[src/rtl/ps2_key_event_queue_pkg.sv]
// Shared types and lookups for the PS/2 key event queue: prefix bytes,
// parser states, queued event layout and the accepted-key tables.
package ps2_key_pkg;

   localparam logic [7:0] PS2_PREFIX_EXT = 8'hE0;
   localparam logic [7:0] PS2_PREFIX_BRK = 8'hF0;
   localparam int         KEY_CODE_W     = 8;
   localparam int         KEY_EVENT_W    = KEY_CODE_W + 2;

   typedef enum logic [1:0] {
      ST_IDLE,
      ST_EXT,
      ST_BRK,
      ST_EXT_BRK
   } parser_state_t;

   typedef struct packed {
      logic                  ext;
      logic                  brk;
      logic [KEY_CODE_W-1:0] code;
   } key_event_t;

   // F1-F5, digit row and ESC
   function automatic logic is_valid_key(input logic [KEY_CODE_W-1:0] code);
      case (code)
         8'h05, 8'h06, 8'h04, 8'h0C, 8'h03,
         8'h16, 8'h1E, 8'h26, 8'h25, 8'h2E,
         8'h36, 8'h3D, 8'h3E, 8'h46, 8'h45,
         8'h76:   return 1'b1;
         default: return 1'b0;
      endcase
   endfunction

   // Arrow keys, only meaningful after an E0 prefix
   function automatic logic is_valid_ext_key(input logic [KEY_CODE_W-1:0] code);
      case (code)
         8'h6B, 8'h74, 8'h75, 8'h72: return 1'b1;
         default:                    return 1'b0;
      endcase
   endfunction

endpackage

[src/rtl/ps2_key_event_queue_if.sv]
// Byte-stream input and event-queue output bundle between the PS/2
// receiver / control processor (master) and the key event queue (slave).
interface ps2_key_event_queue_if #(
   parameter int DEPTH = 8
);
   import ps2_key_pkg::*;

   logic [KEY_CODE_W-1:0]      rx_data;
   logic                       rx_valid;
   logic                       pop;
   logic                       clr_overflow;
   logic [KEY_CODE_W-1:0]      ev_code;
   logic                       ev_ext;
   logic                       ev_break;
   logic                       interrupt;
   logic [$clog2(DEPTH+1)-1:0] count;
   logic                       overflow;

   modport master (
      output rx_data, rx_valid, pop, clr_overflow,
      input  ev_code, ev_ext, ev_break, interrupt, count, overflow
   );

   modport slave (
      input  rx_data, rx_valid, pop, clr_overflow,
      output ev_code, ev_ext, ev_break, interrupt, count, overflow
   );

endinterface

[src/rtl/ps2_key_event_queue_fifo.sv]
// Synchronous FIFO with combinational head read and simultaneous push/pop;
// a push into a full FIFO only lands when a pop frees the slot that cycle.
module key_event_fifo #(
   parameter int WIDTH = 10,
   parameter int DEPTH = 8
) (
   input  logic                       CLK_Nexys,
   input  logic                       reset,
   input  logic                       i_push,
   input  logic [WIDTH-1:0]           i_wdata,
   input  logic                       i_pop,
   output logic [WIDTH-1:0]           o_rdata,
   output logic                       o_full,
   output logic                       o_empty,
   output logic [$clog2(DEPTH+1)-1:0] o_count
);
   localparam int AW = $clog2(DEPTH);
   localparam int CW = $clog2(DEPTH+1);

   logic [WIDTH-1:0] r_mem [DEPTH];
   logic [AW-1:0]    r_wr_ptr;
   logic [AW-1:0]    r_rd_ptr;
   logic [CW-1:0]    r_count;
   logic             w_do_push;
   logic             w_do_pop;

   assign o_empty   = (r_count == '0);
   assign o_full    = (r_count == CW'(DEPTH));
   assign w_do_pop  = i_pop && !o_empty;
   assign w_do_push = i_push && (!o_full || w_do_pop);

   always_ff @(posedge CLK_Nexys) begin
      if (reset) begin
         r_wr_ptr <= '0;
         r_rd_ptr <= '0;
         r_count  <= '0;
      end else begin
         if (w_do_push) r_wr_ptr <= r_wr_ptr + AW'(1);
         if (w_do_pop)  r_rd_ptr <= r_rd_ptr + AW'(1);
         case ({w_do_push, w_do_pop})
            2'b10:   r_count <= r_count + CW'(1);
            2'b01:   r_count <= r_count - CW'(1);
            default: r_count <= r_count;
         endcase
      end
   end

   // Storage is cleared on reset so the head fields read as zero afterwards
   for (genvar gi = 0; gi < DEPTH; gi++) begin : g_mem
      always_ff @(posedge CLK_Nexys) begin
         if (reset)
            r_mem[gi] <= '0;
         else if (w_do_push && (r_wr_ptr == AW'(gi)))
            r_mem[gi] <= i_wdata;
      end
   end

   assign o_rdata = r_mem[r_rd_ptr];
   assign o_count = r_count;

endmodule

[src/rtl/ps2_key_event_queue.sv]
// PS/2 scan-code parser, accepted-key filter, typematic repeat suppression
// and event queue feeding the control processor.
module ps2_key_event_queue
   import ps2_key_pkg::*;
#(
   parameter int DEPTH         = 8,
   parameter int REPEAT_FILTER = 1,
   parameter int EXT_ENABLE    = 1
) (
   input  logic                 CLK_Nexys,
   input  logic                 reset,
   ps2_key_event_queue_if.slave bus
);
   localparam int CW = $clog2(DEPTH+1);

   parser_state_t         r_state;
   parser_state_t         w_state_next;
   logic                  w_final;
   logic                  w_fin_ext;
   logic                  w_fin_brk;
   logic                  w_accept;
   logic                  r_cand_valid;
   key_event_t            r_cand;
   logic                  r_held_valid;
   logic                  r_held_ext;
   logic [KEY_CODE_W-1:0] r_held_code;
   logic                  w_held_match;
   logic                  w_push;
   logic                  w_full;
   logic                  w_empty;
   logic [CW-1:0]         w_count;
   key_event_t            w_head;
   logic                  r_overflow;
   logic                  w_ovf_set;

   always_ff @(posedge CLK_Nexys) begin
      if (reset) r_state <= ST_IDLE;
      else       r_state <= w_state_next;
   end

   always_comb begin
      w_state_next = r_state;
      w_final      = 1'b0;
      w_fin_ext    = (r_state == ST_EXT) || (r_state == ST_EXT_BRK);
      w_fin_brk    = (r_state == ST_BRK) || (r_state == ST_EXT_BRK);
      if (bus.rx_valid) begin
         if (bus.rx_data != PS2_PREFIX_EXT && bus.rx_data != PS2_PREFIX_BRK) begin
            w_final      = 1'b1;
            w_state_next = ST_IDLE;
         end else begin
            case (r_state)
               ST_IDLE: w_state_next = (bus.rx_data == PS2_PREFIX_EXT) ? ST_EXT : ST_BRK;
               ST_EXT:  w_state_next = (bus.rx_data == PS2_PREFIX_EXT) ? ST_EXT : ST_EXT_BRK;
               ST_BRK:  w_state_next = (bus.rx_data == PS2_PREFIX_BRK) ? ST_BRK : ST_EXT_BRK;
               default: w_state_next = ST_EXT_BRK;
            endcase
         end
      end
   end

   assign w_accept = w_final && (w_fin_ext ? ((EXT_ENABLE != 0) && is_valid_ext_key(bus.rx_data))
                                           : is_valid_key(bus.rx_data));

   always_ff @(posedge CLK_Nexys) begin
      if (reset) begin
         r_cand_valid <= 1'b0;
         r_cand       <= '0;
      end else begin
         r_cand_valid <= w_accept;
         if (w_final) r_cand <= {w_fin_ext, w_fin_brk, bus.rx_data};
      end
   end

   // Second stage: repeat suppression against the currently held key
   assign w_held_match = r_held_valid && (r_held_ext == r_cand.ext) && (r_held_code == r_cand.code);
   assign w_push       = r_cand_valid && (r_cand.brk || !((REPEAT_FILTER != 0) && w_held_match));

   always_ff @(posedge CLK_Nexys) begin
      if (reset) begin
         r_held_valid <= 1'b0;
         r_held_ext   <= 1'b0;
         r_held_code  <= '0;
      end else if (r_cand_valid) begin
         if (!r_cand.brk && w_push) begin
            r_held_valid <= 1'b1;
            r_held_ext   <= r_cand.ext;
            r_held_code  <= r_cand.code;
         end else if (r_cand.brk && w_held_match) begin
            r_held_valid <= 1'b0;
         end
      end
   end

   key_event_fifo #(
      .WIDTH (KEY_EVENT_W),
      .DEPTH (DEPTH)
   ) u_fifo (
      .CLK_Nexys (CLK_Nexys),
      .reset     (reset),
      .i_push    (w_push),
      .i_wdata   (r_cand),
      .i_pop     (bus.pop),
      .o_rdata   (w_head),
      .o_full    (w_full),
      .o_empty   (w_empty),
      .o_count   (w_count)
   );

   // A full queue is never empty, so a pop there always frees a slot
   assign w_ovf_set = w_push && w_full && !bus.pop;

   always_ff @(posedge CLK_Nexys) begin
      if (reset)                 r_overflow <= 1'b0;
      else if (w_ovf_set)        r_overflow <= 1'b1;
      else if (bus.clr_overflow) r_overflow <= 1'b0;
   end

   assign bus.ev_code   = w_head.code;
   assign bus.ev_ext    = w_head.ext;
   assign bus.ev_break  = w_head.brk;
   assign bus.interrupt = !w_empty;
   assign bus.count     = w_count;
   assign bus.overflow  = r_overflow;

endmodule
[src/flat_wrapper.sv]
// flat-port wrapper written by rule: the top's interface ports become plain ports
module ps2_key_event_queue_flat import ps2_key_pkg::*;
#(
   parameter int DEPTH         = 8,
   parameter int REPEAT_FILTER = 1,
   parameter int EXT_ENABLE    = 1
)
  (CLK_Nexys, reset, bus_rx_data, bus_rx_valid, bus_pop, bus_clr_overflow, bus_ev_code, bus_ev_ext, bus_ev_break, bus_interrupt, bus_count, bus_overflow);
  ps2_key_event_queue_if #(.DEPTH(DEPTH)) bus_i ();
  input  logic CLK_Nexys;
  input  logic reset;
  input wire logic [$bits(bus_i.rx_data)-1:0] bus_rx_data;
  input wire logic [$bits(bus_i.rx_valid)-1:0] bus_rx_valid;
  input wire logic [$bits(bus_i.pop)-1:0] bus_pop;
  input wire logic [$bits(bus_i.clr_overflow)-1:0] bus_clr_overflow;
  output wire logic [$bits(bus_i.ev_code)-1:0] bus_ev_code;
  output wire logic [$bits(bus_i.ev_ext)-1:0] bus_ev_ext;
  output wire logic [$bits(bus_i.ev_break)-1:0] bus_ev_break;
  output wire logic [$bits(bus_i.interrupt)-1:0] bus_interrupt;
  output wire logic [$bits(bus_i.count)-1:0] bus_count;
  output wire logic [$bits(bus_i.overflow)-1:0] bus_overflow;
  assign bus_i.rx_data = bus_rx_data;
  assign bus_i.rx_valid = bus_rx_valid;
  assign bus_i.pop = bus_pop;
  assign bus_i.clr_overflow = bus_clr_overflow;
  assign bus_ev_code = bus_i.ev_code;
  assign bus_ev_ext = bus_i.ev_ext;
  assign bus_ev_break = bus_i.ev_break;
  assign bus_interrupt = bus_i.interrupt;
  assign bus_count = bus_i.count;
  assign bus_overflow = bus_i.overflow;
  ps2_key_event_queue #(.DEPTH(DEPTH), .REPEAT_FILTER(REPEAT_FILTER), .EXT_ENABLE(EXT_ENABLE)) u_core (.CLK_Nexys(CLK_Nexys), .reset(reset), .bus(bus_i));
endmodule
[config.mk]
export PLATFORM = sky130hd
export DESIGN_NAME = ps2_key_event_queue_flat
export DESIGN_NICKNAME = d
export VERILOG_FILES = /design/src/rtl/ps2_key_event_queue_pkg.sv /design/src/rtl/ps2_key_event_queue_if.sv /design/src/rtl/ps2_key_event_queue_fifo.sv /design/src/rtl/ps2_key_event_queue.sv /design/src/flat_wrapper.sv
export SDC_FILE = /design/constraint.sdc
export NUM_CORES = 1
export LEC_CHECK = 0
export CAP_MARGIN = 25
export CORE_MARGIN = 2
export CORE_UTILIZATION = 45
export CTS_BUF_LIST = sky130_fd_sc_hd__clkbuf_16
export DETAILED_ROUTE_END_ITERATION = 16
export GPL_TIMING_DRIVEN = 0
export SYNTH_ARGS = -nofsm -noshare
export SYNTH_HDL_FRONTEND = slang
export SYNTH_SLANG_ARGS = --single-unit
[constraint.sdc]
create_clock -name CLK_Nexys -period 6.95 [get_ports CLK_Nexys]
set_clock_uncertainty 0.1 [all_clocks]
set_input_delay 0.695 -clock CLK_Nexys [delete_from_list [all_inputs] [get_ports CLK_Nexys]]
set_output_delay 0.695 -clock CLK_Nexys [all_outputs]
set_load 0.05 [all_outputs]
After elaboration in Yosys (flattened, before gate mapping) --
Memories as Yosys holds them, arrays and structs flattened. A register that Yosys moved wholly into a read port is not among the register bits. Index checks and enable logic that the tools add are counted.
Storage, ports and cells: register bits 34, RAM bits 80, output and inout port bits 16, memories kept 1
Cells by class: add/sub/neg operators 4, equal/unequal tests 39, multiplexer cells 51, bitwise logic cells 8, reductions and logical operators 38
Memory list:
- u_core.u_fifo.r_mem | depth 8, width 10, rd ports 1, clocked after Yosys merged registers in 1, wr ports 8, RTL line ps2_key_event_queue_fifo.sv:20 | logic [WIDTH-1:0] r_mem [DEPTH];
Operators with widths (count):
- 10-bit 2-to-1 mux | 8
- 8-bit by 7-bit == test with 1-bit output (second input constant) | 7
- 8-bit by 6-bit == test with 1-bit output (second input constant) | 6
- 1-bit 2-to-1 mux | 36
- 8-bit by 3-bit == test with 1-bit output (second input constant) | 3
- 1-bit logical AND | 19
- 8-bit by 5-bit == test with 1-bit output (second input constant) | 2
- 8-bit == test (second input constant) | 2
- 8-bit inequality test (second input constant) | 2
- 16-bit OR reduction | 1
- 3-bit == test (second input constant) | 4
- 8-bit by 2-bit == test with 1-bit output (second input constant) | 1
- 8-bit by 4-bit == test with 1-bit output (second input constant) | 1
- 8-bit == test | 1
- 1-bit OR | 8
- 4-bit case mux with 2 select lines | 1
- 3-bit by 1-bit adder with 3-bit output (second input constant) | 2
- 2-bit == test (second input constant) | 3
- 3-bit by 2-bit == test with 1-bit output (second input constant) | 2
- 2-bit 2-to-1 mux | 3
- 3-bit 2-to-1 mux | 2
- 2-bit case mux with 3 select lines | 1
- 2-bit nonzero test | 3
- 1-bit zero test | 5
- other kinds (12) | 17

Longest topological paths before layout --
depth in word-level cells 12, depth in mapped cells 13, depth with buffers taken out 12

Cells and area by module --
From an unflattened synthesis, not the netlist that was laid out.
Second synthesis, totals: cells, all modules 439, area total of the unflattened synthesis 5486.5 µm²
Modules (own cells, without submodules):
- key_event_fifo | times used 1, cells each 313, area each 4356.7 µm², sequential area each 2662.6 µm²
- ps2_key_event_queue | times used 1, cells each 126, area each 1129.8 µm², sequential area each 480.5 µm²

Worst setup path after synthesis --
Ideal clock, no wire load.
kind flip-flop to flip-flop, start register u_core.u_fifo.r_count[3] (netlist: u_core.u_fifo.o_count[3]), end register u_core.u_fifo.r_count[3] (netlist: u_core.u_fifo.o_count[3]), data arrival time 2.722 ns, required time 6.726 ns, slack 4.004 ns, stages on the path, launching flop included 13, clock period less this slack 2.946 ns, cell sequence dfxtp_1 > or4_4 > and2_4 > buf_6 > nand2_1 > inv_1 > ha_1 > a21o_1 > a21oi_1 > or3_1 > mux2i_1 > xnor2_1 > nor2_1
Between the ends: cells in the longest elaborated chain, start to end 7, elaborated cells between the ends (all ways) 13, classes of those cells add/sub (2); eq/ne (3); mux (1); reduce/logical (7)
Ends and longest elaborated chain:
- start: declaration | RTL line ps2_key_event_queue_fifo.sv:23 | logic [CW-1:0] r_count;
- start signal: assignment | RTL line ps2_key_event_queue_fifo.sv:41 | 2'b10: r_count <= r_count + CW'(1);
- start signal: assignment | RTL line ps2_key_event_queue_fifo.sv:42 | 2'b01: r_count <= r_count - CW'(1);
- start signal: assignment | RTL line ps2_key_event_queue_fifo.sv:43 | default: r_count <= r_count;
- 4-bit zero test * | RTL line ps2_key_event_queue_fifo.sv:27 | assign o_empty = (r_count == '0);
- 1-bit zero test *
- named net bus_interrupt | RTL line flat_wrapper.sv:19 | output wire logic [$bits(bus_i.interrupt)-1:0] bus_interrupt;
- 1-bit logical AND * | RTL line ps2_key_event_queue_fifo.sv:29 | assign w_do_pop = i_pop && !o_empty;
- 1-bit logical OR | RTL line ps2_key_event_queue_fifo.sv:30 | assign w_do_push = i_push && (!o_full || w_do_pop);
- 1-bit logical AND | RTL line ps2_key_event_queue_fifo.sv:30
- 2-bit by 1-bit == test with 1-bit output / 2-bit == test (equally long branches) | RTL line ps2_key_event_queue_fifo.sv:40 | case ({w_do_push, w_do_pop})
- 4-bit case mux with 2 select lines / 2-bit nonzero test (equally long branches)
Mark *: on every way through the listed nets, which the timed path passes. The rest lies on a longest branch. A chain may end at the register's enable or synchronous reset.

==> impl_metrics.yaml <==
routing:
  drt-initial-drc-count: 252
  avgViaCountPerCell: 5.40
  firstDrtPassIters: 4
  vias: 3439
  wl_per_cell_microns: 18.5
  wirelength_microns: 11800
  ant_nets: 0
  drc: 0
final_layout:
  drive_gt1_share_pct: 13.8
  diodes: 0
  fillers: 986
  area_growth_pct: 18.2
  finalNetCount: 504
  stdcell_area_sq_mm: 0.00629
global_routing:
  grt_pass1_vias: 3530
  grt_pass1_wl_microns: 18900
  antenna_found_initial: 0
  overflow: 0
  grtUsageTotal_pct: 19.9
  grt_max_degree: 17
place:
  port_buffers: 26
  dp_hpwl_microns: 7870
  postPlaceCellArea_sq_mm: 0.00576
  globalplace.congestion: 0.777
clock_tree:
  cts_hold_buf: 0
  cts.sinks: 117
  post-cts-setup-buffers: 0
  cts_resized: 0
  clk_pin_slew_ps: 50
  htree_levels: 4
  cts_tree: "yes"
  worstSkewPairLatency_ps: 400
  root_buffer: "clkbuf_16"
  clock_path_buffers: 2
  numCtsBuffers: 17
yosys:
  ys.flop_type: "edfxtp_1"
  synth_cells: 436
  synth_warnings: 0
  synth-adder-area-share_pct: 2.49
  synth_fp_nets: 459
  synth_area_sq_mm: 0.00532
  async_flop_share_pct: 0
  synth_compound_area_share_pct: 5.03
  ys_ff_latch: 117
  avgSynthCellArea_sq_um: 12.2
  synth_edf_count: 80
  synthDistinctLibCells: 46
  yosysSeqAreaShare_pct: 59.1
  synthMuxAreaShare_pct: 13.8
  synth_top_family_by_area: "simple AND/OR/NAND/NOR gates"
  synth_xor_area_share_pct: 2.63
  yosys.area_share.simple_pct: 14.1
floorplan:
  core_area_sq_mm: 0.0115
  die_w_microns: 113
  start_util_pct: 46.4
  die_h_microns: 113
  dieArea_sq_mm: 0.0127
  num_rows: 39
  ioPinCount: 29
setup_path:
  crit_type: "flop to output port"
  worstSetupStartpointType: "flop"
  end_kind: "output port"
  worstPathMaxFanout: 10
  required_ps: 6150
  arrival_ps: 3070
pwr:
  leakagePower_nw: 2.24
  power_density_mw_per_mm2: 320
  power.total_mw: 2.01
  max-vdd-ir-drop_mv: 0.264
timing:
  clock.fmax_ghz: 0.259
  fin_crit_ps: 3860
  rsz0062_at_grt: "false"
  finalSetupTns_ps: 0
  slew_viol_final: 0
  finalSetupViolCount: 0
  relSlewSlack_pct: 40.7
  hold_viol: 0
  worst_slew_pin_slew_ps: 889
  post-route-period-util_pct: 55.6
job:
  drv_cap: 0
hold_path:
  hold_path_class: "flop to flop"
status:
  status: "completed"
[registers in the layout (all words and copies together) (netlist names), named ones only]
register and cells:
u_core.r_cand_valid 1, u_core.bus.overflow 1, u_core.r_held_code 8, u_core.r_state 2
u_core.u_fifo.r_mem 80, u_core.r_cand 10, u_core.r_held_ext 1, u_core.u_fifo.r_wr_ptr 3
u_core.u_fifo.r_rd_ptr 3, u_core.r_held_valid 1, u_core.u_fifo.o_count 4
[final timing paths]
check / start / endpoint / slack (ps) / cells past startpoint
min: u_core.bus.overflow$_SDFFE_PP0P_ / u_core.bus.overflow$_SDFFE_PP0P_ / 370 / 2
min reg2reg: u_core.bus.overflow$_SDFFE_PP0P_ / u_core.bus.overflow$_SDFFE_PP0P_ / 370 / 2
max reg2reg: u_core.r_cand[6]$_SDFFE_PP0P_ / u_core.u_fifo.o_count[3]$_SDFFE_PP0P_ / 4000 / 13
max: flop / bus_ev_code[0] / 3090 / 4
[cells by family after synthesis]
kind of cell / Yosys count
and+or+nand+nor: 174
adders and majority gates: 10
AOI/OAI and AO/OA: 39
muxes: 47
buffers and inverters: 33
DFF: 117
xor gates and xnor gates: 16
[per-layer routing]
metal	wire (microns)	global-route usage, %	vias up	share of wire [%]
met1	5040	25.2	1683	43
met3	561	5.03	15	4.8
li1	-	-	1647	-
met2	5970	33.1	94	51
met4	216	8.13	0	1.8
met5	0	0	-	0
[critical path, stage by stage (launching register included)]
cell	delay [ps]
dfxtp_1	340
clkbuf_1	680
mux4_2	650
mux2_2	300
clkdlybuf4s50_1	700
[cells in the mapped netlist (2+ instances only)]
cell type  number  share of area [%]
nor3b_1         4               0.56
buf_2           3               0.28
nand3_1         6               0.56
a2111oi_0       2               0.33
xnor2_1         7                1.2
mux2i_1        17                3.2
o21ai_0         4               0.38
a31oi_1         2               0.24
nand2_1        31                2.2
inv_1          13               0.92
edfxtp_1       80                 45
mux4_2         20                8.5
xor2_1          9                1.5
nor2b_1         4               0.47
nand2b_1        6               0.71
nor3_1          4               0.38
o41ai_1         2               0.33
a21o_1          6               0.85
nor4_1          2               0.24
nor2_1        109                7.7
ha_1            9                2.1
clkbuf_1       12               0.85
buf_6           3               0.63
a31o_2          3               0.49
o2bb2ai_1       2               0.33
a21oi_1        11                1.0
dfxtp_1        37                 14
mux2_2         10                2.1
[report_power, final]
| group | internal [mW] | total [mW] | leakage, nW | switching (mW) |
|---|---|---|---|---|
| clock network | 0.482 | 0.772 | 0.292 | 0.290 |
| logic | 0.187 | 0.438 | 0.818 | 0.251 |
| registers | 0.777 | 0.800 | 1.13 | 0.0227 |
[per-stage QoR]
step	setup slack (ps)	std cells	utilization [%]	hold WS, ps
final	3090	637	54.9	373
after global routing	2930	637	54.9	415
after floorplan	4000	436	-	350
after detailed placement	3440	605	50.2	375
after global placement	3440	605	50.2	363
after CTS	3000	637	54.9	384
[final cells by class]
cell class | count | area (sq um) | area share [%]
Tap cell | 143 | 179 | 2.84
Clock buffer | 19 | 475 | 7.56
Multi-Input combinational cell | 286 | 2020 | 32.2
Clock inverter | 13 | 52.6 | 0.835
Sequential cell | 117 | 3140 | 50.0
Timing Repair Buffer | 26 | 260 | 4.14
Inverter | 13 | 48.8 | 0.776
Buffer | 20 | 106 | 1.69
[cells in the final DEF, fill, tap and decap left out, types with 10 or more instances in the layout]
cell type | Yosys | final
inv_1 | 13 | 19
nand2_1 | 31 | 31
edfxtp_1 | 80 | 80
dfxtp_1 | 37 | 37
nor2_1 | 109 | 109
clkbuf_16 | 0 | 19
mux2i_1 | 17 | 17
mux2_2 | 10 | 10
clkbuf_1 | 12 | 12
mux4_2 | 20 | 20
clkdlybuf4s50_1 | 0 | 26
a21oi_1 | 11 | 11
No activity file was read; power rests on OpenSTA's default activity.
